==> config.mk <==
export PLATFORM = sky130hd
export DESIGN_NAME = ram_master_port
export DESIGN_NICKNAME = d
export VERILOG_FILES = /design/src/rtl/ram_master_port.sv
export SDC_FILE = /design/constraint.sdc
export NUM_CORES = 1
export LEC_CHECK = 0
export ABC_AREA = 1
export CAP_MARGIN = 0
export CORE_MARGIN = 3
export CORE_UTILIZATION = 41
export CTS_BUF_LIST = sky130_fd_sc_hd__clkbuf_4 sky130_fd_sc_hd__clkbuf_8
export CTS_CLUSTER_DIAMETER = 120
export CTS_CLUSTER_SIZE = 30
export DETAILED_ROUTE_END_ITERATION = 10
export GPL_ROUTABILITY_DRIVEN = 0
export PLACE_DENSITY_LB_ADDON = 0.05
export SYNTH_ARGS = -nofsm -noshare
export SYNTH_HDL_FRONTEND = slang
export SYNTH_SLANG_ARGS = --single-unit
==> constraint.sdc <==
create_clock -name clk -period 1.8 [get_ports clk]
set_clock_uncertainty 0.15 [all_clocks]
set_input_delay 0.45 -clock clk [delete_from_list [all_inputs] [get_ports clk]]
set_output_delay 0.45 -clock clk [all_outputs]
set_load 0.02 [all_outputs]
==> src/rtl/ram_master_port.sv <==
// ram_master_port: processor-side initiator for the sdram_block RAM request
// interface. Turns single CPU loads/stores into write/read FIFO pushes, waits
// for read data, pops it and hands it back to the CPU. One read in flight at a
// time, writes are posted. A read that never answers is abandoned after
// TIMEOUT cycles; its late data is later popped and thrown away (DRAIN).
module ram_master_port #(
  parameter int TIMEOUT = 1024,
  parameter int STALE_W = 4
) (
  input  logic        clk,
  input  logic        rst,
  input  logic        cpu_req,
  input  logic        cpu_we,
  input  logic [23:0] cpu_addr,
  input  logic [15:0] cpu_wdata,
  output logic        cpu_ready,
  output logic [15:0] cpu_rdata,
  output logic        cpu_rvalid,
  output logic        cpu_err,
  output logic [23:0] ram_addr,
  output logic [15:0] ram_wr_data,
  output logic        ram_wr_en,
  output logic        ram_rd_en,
  input  logic        ram_busy,
  input  logic        ram_rd_ready,
  input  logic [15:0] ram_rd_data,
  output logic        ram_rd_ack
);

  localparam int CNT_W = $clog2(TIMEOUT);
  localparam logic [CNT_W-1:0] TO_LAST = CNT_W'(TIMEOUT - 1);

  typedef enum logic [2:0] {
    IDLE    = 3'd0,
    ISSUE   = 3'd1,
    RD_WAIT = 3'd2,
    RD_ACK  = 3'd3,
    DRAIN   = 3'd4
  } state_t;

  state_t               state_r;
  logic                 we_r;
  logic [CNT_W-1:0]     tcnt_r;
  logic [STALE_W-1:0]   stale_r;
  logic                 stale_pending_s;

  // Late data from an abandoned read sits at the FIFO head: it must be
  // drained before any new request is accepted, otherwise the next read
  // would pick up the wrong word.
  assign stale_pending_s = (stale_r != {STALE_W{1'b0}}) && ram_rd_ready;

  // Accept is a same-cycle handshake so a request costs no extra cycle.
  assign cpu_ready = (state_r == IDLE) && !stale_pending_s;

  // Pushes are gated directly by ram_busy so a push can never land on a
  // full FIFO, even if busy rises in the very cycle the push is due.
  assign ram_wr_en = (state_r == ISSUE) && we_r && !ram_busy;
  assign ram_rd_en = (state_r == ISSUE) && !we_r && !ram_busy;

  // Request sequencer: state, request latch, timeout/stale counters and the
  // registered CPU response / FIFO pop pulses.
  always_ff @(posedge clk) begin
    if (rst) begin
      state_r     <= IDLE;
      we_r        <= 1'b0;
      tcnt_r      <= {CNT_W{1'b0}};
      stale_r     <= {STALE_W{1'b0}};
      cpu_rdata   <= 16'h0000;
      cpu_rvalid  <= 1'b0;
      cpu_err     <= 1'b0;
      ram_addr    <= 24'h000000;
      ram_wr_data <= 16'h0000;
      ram_rd_ack  <= 1'b0;
    end else begin
      // Pulses default low so each lasts exactly one cycle.
      cpu_rvalid <= 1'b0;
      cpu_err    <= 1'b0;
      ram_rd_ack <= 1'b0;
      case (state_r)
        IDLE: begin
          if (stale_pending_s) begin
            state_r <= DRAIN;
          end else if (cpu_req) begin
            ram_addr    <= cpu_addr;
            ram_wr_data <= cpu_wdata;
            we_r        <= cpu_we;
            state_r     <= ISSUE;
          end else begin
            state_r <= IDLE;
          end
        end
        ISSUE: begin
          if (!ram_busy) begin
            if (we_r) begin
              state_r <= IDLE;
            end else begin
              tcnt_r  <= {CNT_W{1'b0}};
              state_r <= RD_WAIT;
            end
          end else begin
            state_r <= ISSUE;
          end
        end
        RD_WAIT: begin
          tcnt_r <= tcnt_r + CNT_W'(1);
          // Arrival is tested first so data on the last allowed cycle still
          // completes normally and does not count as stale.
          if (ram_rd_ready) begin
            cpu_rdata  <= ram_rd_data;
            cpu_rvalid <= 1'b1;
            ram_rd_ack <= 1'b1;
            state_r    <= RD_ACK;
          end else if (tcnt_r == TO_LAST) begin
            cpu_rdata  <= 16'h0000;
            cpu_rvalid <= 1'b1;
            cpu_err    <= 1'b1;
            if (stale_r != {STALE_W{1'b1}}) begin
              stale_r <= stale_r + STALE_W'(1);
            end else begin
              stale_r <= stale_r;
            end
            state_r <= IDLE;
          end else begin
            state_r <= RD_WAIT;
          end
        end
        RD_ACK: begin
          // Settle cycle: lets the FIFO empty flag catch up with the pop.
          state_r <= IDLE;
        end
        DRAIN: begin
          ram_rd_ack <= 1'b1;
          stale_r    <= stale_r - STALE_W'(1);
          state_r    <= RD_ACK;
        end
        default: begin
          state_r <= IDLE;
        end
      endcase
    end
  end

endmodule
==> run_summary.xml, run 1 <==
<?xml version="1.0" encoding="UTF-8"?>
<metrics>
  <group name="synth">
    <metric name="syn_area_per_cell" unit="sq um">7.69</metric>
    <metric name="postSynthNetCount" unit="">485</metric>
    <metric name="synth.yosys.warnings" unit="">0</metric>
    <metric name="yosys-top-cells-area" unit="">sky130_fd_sc_hd__dfxtp_1 (48%), sky130_fd_sc_hd__nand2_1 (12%), sky130_fd_sc_hd__nand3_1 (11%)</metric>
    <metric name="synthesis.instances" unit="">419</metric>
    <metric name="synth-seq-area-share" unit="">0.478</metric>
    <metric name="synth_common_cells" unit="">sky130_fd_sc_hd__nand2_1 (99), sky130_fd_sc_hd__dfxtp_1 (77), sky130_fd_sc_hd__nand3_1 (73)</metric>
    <metric name="post_synth_design_cell_area" unit="sq mm">0.00322</metric>
    <metric name="yosys.cell_count.top_type" unit="">sky130_fd_sc_hd__nand2_1</metric>
    <metric name="synthDistinctLibCells" unit="">29</metric>
    <metric name="synth.ff_latch_count" unit="">77</metric>
    <metric name="synth_top_area_cell" unit="">sky130_fd_sc_hd__dfxtp_1</metric>
    <metric name="count_of_flip_flops_with_a_built_in_enable_after_synthesis" unit="">0</metric>
    <metric name="async_flop_share" unit="">0</metric>
    <metric name="synth_flop_cell" unit="">sky130_fd_sc_hd__dfxtp_1</metric>
    <metric name="synth_largest_type_area_fraction" unit="">0.478</metric>
  </group>
  <group name="floorplanning">
    <metric name="dieArea" unit="sq mm">0.00896</metric>
    <metric name="fp.dieW" unit="um">94.6</metric>
    <metric name="floorplan.core_area" unit="sq mm">0.00745</metric>
    <metric name="ios" unit="">124</metric>
    <metric name="start_util" unit="">0.433</metric>
    <metric name="die-height" unit="um">94.6</metric>
    <metric name="row_count" unit="">31</metric>
  </group>
  <group name="worst_setup_path">
    <metric name="r2r_slack" unit="ns">-0.01</metric>
    <metric name="worst-endpoint-arrival" unit="ns">1.28</metric>
    <metric name="crit_path_end_kind" unit="">primary output</metric>
    <metric name="path_cells" unit="">nor2_2, inv_2, nor2_4, inv_1, nor3_2, buf_4</metric>
    <metric name="number_of_logic_stages_on_the_critical_path_including_buffering" unit="">6</metric>
    <metric name="worst_path_top_cell_family_by_delay" unit="">flip-flops</metric>
    <metric name="timing.critical_path.buf_inv" unit="">3</metric>
    <metric name="timing_worst_setup_path_type" unit="">reg2out</metric>
    <metric name="crit_path_start" unit="">state_r[1]</metric>
    <metric name="rr_endpoint" unit="">stale_r[2]</metric>
    <metric name="critical_path_required" unit="ns">1.20</metric>
    <metric name="critPathSlowestCell" unit="">sky130_fd_sc_hd__dfxtp_2</metric>
    <metric name="critical_path.max_fanout" unit="">3</metric>
    <metric name="crit_path_start_kind" unit="">flip-flop</metric>
    <metric name="r2r_cells" unit="">9</metric>
    <metric name="worst_setup_path_endpoint" unit="">ram_wr_en</metric>
    <metric name="critical_path.reg2reg.startpoint" unit="">state_r[1]</metric>
    <metric name="critPathMaxStageDelay" unit="ns">0.33</metric>
  </group>
  <group name="power_and_ir_drop">
    <metric name="leakagePower" unit="nW">2.18</metric>
    <metric name="power.ir.vdd_worst" unit="uV">700</metric>
    <metric name="power-per-cell-area" unit="mW/mm^2">1370</metric>
  </group>
  <group name="cts">
    <metric name="clkSinkCount" unit="">77</metric>
    <metric name="cts-buffers-inserted" unit="">9</metric>
    <metric name="clock_latency" unit="ns">0.34</metric>
    <metric name="clock_tree.htree_level_count" unit="">3</metric>
    <metric name="max-clock-path-buffers" unit="">2</metric>
    <metric name="clock_tree.root_cell" unit="">sky130_fd_sc_hd__clkbuf_8</metric>
    <metric name="cts_tree" unit="">yes</metric>
    <metric name="clk_transition_reported_paths" unit="ns">0.08</metric>
  </group>
  <group name="timing">
    <metric name="worstMarginPinSlew" unit="ns">0.422</metric>
    <metric name="finalSetupViolations" unit="">3</metric>
    <metric name="finalHoldViolations" unit="">0</metric>
    <metric name="timing.final.crit_period" unit="ns">1.88</metric>
    <metric name="holdWs" unit="ns">0.311</metric>
    <metric name="unrepaired_setup_endpoints_after_global_routing" unit="">yes</metric>
    <metric name="slew_violations" unit="">0</metric>
    <metric name="postLayoutSetupSlackWorst" unit="ns">-0.0844</metric>
    <metric name="period_share" unit="">1.05</metric>
    <metric name="maxSlewHeadroom" unit="">0.719</metric>
    <metric name="max_freq" unit="GHz">0.531</metric>
  </group>
  <group name="layout">
    <metric name="antenna_cells_inserted" unit="">0</metric>
    <metric name="area_growth_syn_to_layout" unit="%">53.4</metric>
    <metric name="final_area" unit="sq mm">0.00494</metric>
    <metric name="layout-drive-gt1-share" unit="">0.140</metric>
    <metric name="finalNetCount" unit="">626</metric>
    <metric name="fillCellCount" unit="">644</metric>
  </group>
  <group name="global_route">
    <metric name="grt_start_max_net_pins" unit="">42</metric>
    <metric name="first_global_vias" unit="">3040</metric>
    <metric name="grt_first_pass_wirelength" unit="mm">14.2</metric>
    <metric name="globalRoute.totalOverflow" unit="">0</metric>
    <metric name="grt_antenna_before_repair" unit="">0</metric>
    <metric name="grt_util_all_layers" unit="">0.199</metric>
  </group>
  <group name="route">
    <metric name="detail-route-antenna-nets" unit="">0</metric>
    <metric name="avgRoutedWirePerCell" unit="um">13.6</metric>
    <metric name="routed_wirelength" unit="mm">9.00</metric>
    <metric name="drc" unit="">0</metric>
    <metric name="route.detailed.vias_per_inst" unit="">4.92</metric>
    <metric name="via_count" unit="">3267</metric>
    <metric name="drtIter0Drc" unit="">89</metric>
    <metric name="firstDrtPassIters" unit="">4</metric>
  </group>
  <group name="placement">
    <metric name="detailed_place_hpwl" unit="mm">6.24</metric>
    <metric name="placedInstanceArea" unit="sq mm">0.00468</metric>
    <metric name="port_buffers" unit="">123</metric>
    <metric name="pre_cts_ws" unit="ns">-0.603</metric>
  </group>
  <group name="min_path">
    <metric name="hold_class" unit="">reg2reg</metric>
    <metric name="worst_hold_path.num_cells" unit="">2</metric>
  </group>
  <group name="job">
    <metric name="count_of_maximum_capacitance_violations" unit="">0</metric>
  </group>
  <group name="outcome">
    <metric name="run_status" unit="">finished with violations</metric>
    <metric name="failing_checks" unit="">setup timing</metric>
  </group>
</metrics>
==> cell usage in the layout (no fill, tap or decap) <==
cell,n
sky130_fd_sc_hd__nand2_1,97
sky130_fd_sc_hd__dfxtp_1,76
sky130_fd_sc_hd__nand3_1,72
sky130_fd_sc_hd__a21oi_1,70
sky130_fd_sc_hd__dlygate4sd2_1,60
sky130_fd_sc_hd__clkdlybuf4s50_1,59
sky130_fd_sc_hd__buf_4,27
sky130_fd_sc_hd__inv_1,19
sky130_fd_sc_hd__nor2_1,18
sky130_fd_sc_hd__clkbuf_8,10
sky130_fd_sc_hd__inv_2,5
sky130_fd_sc_hd__nor2_4,4
sky130_fd_sc_hd__nand2_2,4
sky130_fd_sc_hd__buf_6,4
sky130_fd_sc_hd__nor2_2,3
sky130_fd_sc_hd__nand3_2,3
sky130_fd_sc_hd__nand4_1,3
sky130_fd_sc_hd__bufinv_16,3
sky130_fd_sc_hd__buf_12,3
sky130_fd_sc_hd__nor3_2,2
sky130_fd_sc_hd__nand4_4,2
sky130_fd_sc_hd__a31oi_1,2
sky130_fd_sc_hd__a21o_1,2
sky130_fd_sc_hd__o21ai_0,2
sky130_fd_sc_hd__ha_1,2
sky130_fd_sc_hd__a21oi_4,1
sky130_fd_sc_hd__inv_4,1
sky130_fd_sc_hd__nor3_1,1
sky130_fd_sc_hd__o21bai_1,1
sky130_fd_sc_hd__nand3b_1,1
sky130_fd_sc_hd__xor2_1,1
sky130_fd_sc_hd__fa_2,1
sky130_fd_sc_hd__ha_4,1
sky130_fd_sc_hd__inv_6,1
sky130_fd_sc_hd__clkinvlp_4,1
sky130_fd_sc_hd__clkbuf_4,1
sky130_fd_sc_hd__buf_2,1
sky130_fd_sc_hd__dfxtp_2,1
==> power breakdown <==
part / total [mW] / switching [mW] / internal (mW)
logic: 2.99 / 1.79 / 1.20
registers: 2.17 / 0.144 / 2.02
clock network: 1.63 / 0.650 / 0.980
==> routing by layer <==
metal	routed length, um	GRT usage
met1	3750	0.237
met2	4320	0.319
met3	773	0.0845
met4	154	0.0733
met5	0	0
==> flip-flops by register name (all words and copies together), names as in the netlist <==
| register | count |
|---|---|
| state_r | 3 |
| stale_r | 4 |
| cpu_err | 1 |
| we_r | 1 |
| ram_addr | 24 |
| ram_wr_data | 16 |
| ram_rd_ack | 1 |
| tcnt_r | 10 |
| cpu_rdata | 16 |
| cpu_rvalid | 1 |
==> worst min path at each step <==
stage                         from             end  slack [ns]
CTS                   ram_addr[20]    ram_addr[20]        0.31
finish                ram_addr[12]    ram_addr[12]        0.31
global route          ram_addr[20]    ram_addr[20]        0.33
detailed placement  ram_wr_data[1]  ram_wr_data[1]        0.30
global placement    ram_wr_data[5]  ram_wr_data[5]        0.30
floorplan                tcnt_r[1]       tcnt_r[1]        0.31
==> cells by family after synthesis <==
kind of cell	after synthesis	share of synthesized area
AND/OR/NAND/NOR	210	0.300
AO/OA/AOI/OAI	78	0.128
flip-flops	77	0.478
buffers and inverters	49	0.0730
adder cells (fa/ha/maj)	4	0.0179
XOR/XNOR	1	0.00272
==> stage by stage <==
step                cells   util  total power, mW  TNS [ns]
CTS                   664  0.655             6.77    -0.177
finish                664  0.663             6.78    -0.159
global placement      647  0.629             5.20    -11.03
global route          664  0.663             7.21    -0.519
detailed placement    647  0.629             5.26    -12.97
floorplan             419      -             4.06         0
==> final cells by class <==
class | instances | area, sq um | area share
clock buffer | 11 | 145 | 0.0294
clock inverter | 5 | 106 | 0.0215
inverter | 25 | 96.3 | 0.0195
multi-input combinational | 293 | 1500 | 0.303
sequential | 77 | 1540 | 0.312
tap | 99 | 124 | 0.0251
timing repair buffer | 154 | 1430 | 0.289
==> timing repair <==
item                                    4_1_cts  5_1_grt
pin swaps                                     0        5
resized for setup                            84       12
endpoints found under the setup margin       62       62
hold buffers                                  0        0
setup buffers                                 1        1
==> worst register-to-register path, stage by stage (launching register included) <==
cell                      delay (ns)
sky130_fd_sc_hd__dfxtp_2        0.33
sky130_fd_sc_hd__buf_4          0.15
sky130_fd_sc_hd__nor2_4         0.10
sky130_fd_sc_hd__nand2_2        0.09
sky130_fd_sc_hd__buf_6          0.13
sky130_fd_sc_hd__fa_2           0.36
sky130_fd_sc_hd__xor2_1         0.16
sky130_fd_sc_hd__nand3_1        0.10
sky130_fd_sc_hd__nand2_1        0.10
sky130_fd_sc_hd__nor2_2         0.04
Note: power is estimated with default switching activity, not from simulation.
==> run 2, diff against run 1 <==
CORE_UTILIZATION = 39   (was 41)
CTS_BUF_LIST = unset   (was sky130_fd_sc_hd__clkbuf_4 sky130_fd_sc_hd__clkbuf_8)
==> run 2 against run 1 <==
The flow still finishes with violations (setup timing); flip-flop and latch count did not move; register-to-register slack improved by 0.08 ns; sequential power barely moved; cell count rose by 1.2%; non-clock buffer count rose by 5; combinational power barely moved; via count rose by 1.8%; critical path depth did not move; global-route usage fell by 0.28 points; critical endpoint is now cpu_ready.
==> run_summary.xml, run 2 (synthesized netlist as in run 1, its figures left out) <==
<?xml version="1.0" encoding="UTF-8"?>
<metrics>
  <group name="outcome">
    <metric name="run_status" unit="">finished with violations</metric>
    <metric name="failing_checks" unit="">setup timing</metric>
  </group>
  <group name="worst_setup_path">
    <metric name="path_cells" unit="">nor2_2, inv_2, nor2_4, inv_2, a21oi_4, buf_6</metric>
    <metric name="timing_worst_setup_path_type" unit="">reg2out</metric>
    <metric name="critPathSlowestCell" unit="">sky130_fd_sc_hd__dfxtp_2</metric>
    <metric name="r2r_cells" unit="">8</metric>
    <metric name="crit_path_frequent_cell" unit="">sky130_fd_sc_hd__inv_2</metric>
    <metric name="critPathMaxStageDelay" unit="ns">0.33</metric>
    <metric name="crit_path_start_kind" unit="">flip-flop</metric>
    <metric name="crit_path_end_kind" unit="">primary output</metric>
    <metric name="critical_path_required" unit="ns">1.20</metric>
    <metric name="worst-endpoint-arrival" unit="ns">1.31</metric>
    <metric name="critical_path.max_fanout" unit="">2</metric>
  </group>
  <group name="global_route">
    <metric name="busiest_layer" unit="">met2</metric>
    <metric name="globalRoute.totalOverflow" unit="">0</metric>
    <metric name="first_global_vias" unit="">3371</metric>
    <metric name="grt_use_met2" unit="">0.333</metric>
    <metric name="grt_util_all_layers" unit="">0.196</metric>
    <metric name="groute.layer.met1.usage" unit="">0.226</metric>
    <metric name="grt_start_max_net_pins" unit="">70</metric>
    <metric name="grt_use_met3" unit="">0.0671</metric>
    <metric name="grt_first_pass_wirelength" unit="mm">15.4</metric>
    <metric name="grt_antenna_before_repair" unit="">0</metric>
  </group>
  <group name="layout">
    <metric name="number_of_flip_flops_in_the_largest_register" unit="">24</metric>
    <metric name="reg.largest.list" unit="">ram_addr (24), cpu_rdata (16), ram_wr_data (16)</metric>
    <metric name="final_cell_count_no_fill" unit="">672</metric>
    <metric name="finalNetCount" unit="">631</metric>
    <metric name="area_growth_syn_to_layout" unit="%">53.9</metric>
    <metric name="fillCellCount" unit="">742</metric>
    <metric name="layout-drive-gt1-share" unit="">0.142</metric>
    <metric name="final_cell_mix" unit="">sky130_fd_sc_hd__nand2_1 (98), sky130_fd_sc_hd__dfxtp_1 (76), sky130_fd_sc_hd__nand3_1 (70), sky130_fd_sc_hd__a21oi_1 (70), sky130_fd_sc_hd__dlygate4sd2_1 (60)</metric>
    <metric name="max_flop_register" unit="">ram_addr</metric>
    <metric name="antenna_cells_inserted" unit="">0</metric>
    <metric name="mostFrequentLayoutCell" unit="">sky130_fd_sc_hd__nand2_1</metric>
  </group>
  <group name="cts">
    <metric name="clock_latency" unit="ns">0.34</metric>
    <metric name="clkSinkCount" unit="">77</metric>
    <metric name="cts_tree" unit="">yes</metric>
    <metric name="clock_tree.htree_level_count" unit="">3</metric>
    <metric name="clock_tree.root_cell" unit="">sky130_fd_sc_hd__clkbuf_8</metric>
    <metric name="cts-hold-fix-buffers" unit="">0</metric>
    <metric name="clk_transition_reported_paths" unit="ns">0.08</metric>
    <metric name="cts-buffers-inserted" unit="">9</metric>
    <metric name="max-clock-path-buffers" unit="">2</metric>
  </group>
  <group name="placement">
    <metric name="place.detailed.instances" unit="">651</metric>
    <metric name="detailed_place_hpwl" unit="mm">6.33</metric>
    <metric name="pre_cts_ws" unit="ns">-0.608</metric>
    <metric name="port_buffers" unit="">123</metric>
  </group>
  <group name="floorplanning">
    <metric name="dieArea" unit="sq mm">0.00939</metric>
    <metric name="fp.dieW" unit="um">96.9</metric>
    <metric name="start_util" unit="">0.408</metric>
    <metric name="die-height" unit="um">96.9</metric>
    <metric name="ios" unit="">124</metric>
    <metric name="floorplan.core_area" unit="sq mm">0.00789</metric>
    <metric name="row_count" unit="">32</metric>
  </group>
  <group name="timing">
    <metric name="maxSlewHeadroom" unit="">0.738</metric>
    <metric name="unrepaired_setup_endpoints_after_global_routing" unit="">yes</metric>
    <metric name="timing.final.crit_period" unit="ns">1.91</metric>
    <metric name="finalHoldViolations" unit="">0</metric>
    <metric name="max_freq" unit="GHz">0.525</metric>
    <metric name="period_share" unit="">1.06</metric>
    <metric name="finalSetupViolations" unit="">3</metric>
    <metric name="totalNegativeSetupSlack" unit="ns">-0.212</metric>
    <metric name="postLayoutSetupSlackWorst" unit="ns">-0.106</metric>
    <metric name="worstMarginPinSlew" unit="ns">0.392</metric>
    <metric name="slew_violations" unit="">0</metric>
  </group>
  <group name="job">
    <metric name="count_of_maximum_capacitance_violations" unit="">0</metric>
  </group>
  <group name="route">
    <metric name="detail-route-antenna-nets" unit="">0</metric>
    <metric name="drtIter0Drc" unit="">116</metric>
    <metric name="route.detailed.vias_per_inst" unit="">4.95</metric>
    <metric name="routed_wirelength" unit="mm">9.19</metric>
    <metric name="firstDrtPassIters" unit="">4</metric>
    <metric name="drc" unit="">0</metric>
    <metric name="via_count" unit="">3327</metric>
    <metric name="avgRoutedWirePerCell" unit="um">13.7</metric>
  </group>
  <group name="power_and_ir_drop">
    <metric name="power.ir.vdd_worst" unit="uV">817</metric>
    <metric name="power-per-cell-area" unit="mW/mm^2">1330</metric>
    <metric name="leakagePower" unit="nW">2.20</metric>
  </group>
  <group name="min_path">
    <metric name="hold_class" unit="">reg2reg</metric>
    <metric name="worst_hold_path.num_cells" unit="">2</metric>
  </group>
</metrics>
==> run 2: per-layer routing <==
metal	vias to the layer above	share of wire
met1	1544	0.42
met5	-	0
met2	84	0.49
met3	10	0.072
met4	0	0.012
li1	1689	-
==> run 2: power by group <==
group | leakage, nW | internal, mW | total (mW) | switching (mW)
sequential | 0.628 | 2.02 | 2.18 | 0.152
clock | 0.100 | 0.788 | 1.44 | 0.657
combinational | 1.47 | 1.20 | 2.99 | 1.79
==> run 2: final cells by class <==
type	count	area [sq um]	area share
flip-flops and latches	77	1540	0.311
multi-input cells	293	1500	0.302
repair buffers	159	1480	0.298
clock buffers	11	131	0.0265
well taps	102	128	0.0257
inverters	25	96.3	0.0194
clock inverters	5	83.8	0.0169
==> run 2: worst paths after layout <==
kind	start	end	slack, ns
hold / removal	ram_addr[16]	ram_addr[16]	0.31
setup / recovery	state_r[1]	cpu_ready	-0.11
setup reg to reg	state_r[1]	ram_addr[18]	0.07
hold reg to reg	ram_addr[16]	ram_addr[16]	0.31
==> run 2: what timing repair did <==
item / CTS / global route
endpoints found under the hold margin: 0 / 0
gates resized for setup: 82 / 10
pin swaps: 2 / 2
buffers inserted: 1 / 4
setup endpoints to repair: 63 / 50
==> run 2: per-stage QoR <==
step	hold slack [ns]	util	power (mW)	cell area [sq um]
2_1_floorplan	0.307	-	4.06	3220
3_3_place_gp	0.300	0.598	5.20	4720
3_5_place_dp	0.305	0.598	5.25	4720
4_1_cts	0.313	0.617	6.56	4870
5_1_grt	0.332	0.629	7.07	4960
6_report	0.312	0.629	6.61	4960
==> run 2: worst max-delay path, delay by kind of cell (launching register included) <==
family          cells  cell delay (ns)
flops               1             0.33
buf+inv             3             0.28
simple gates        2             0.22
compound gates      1             0.13
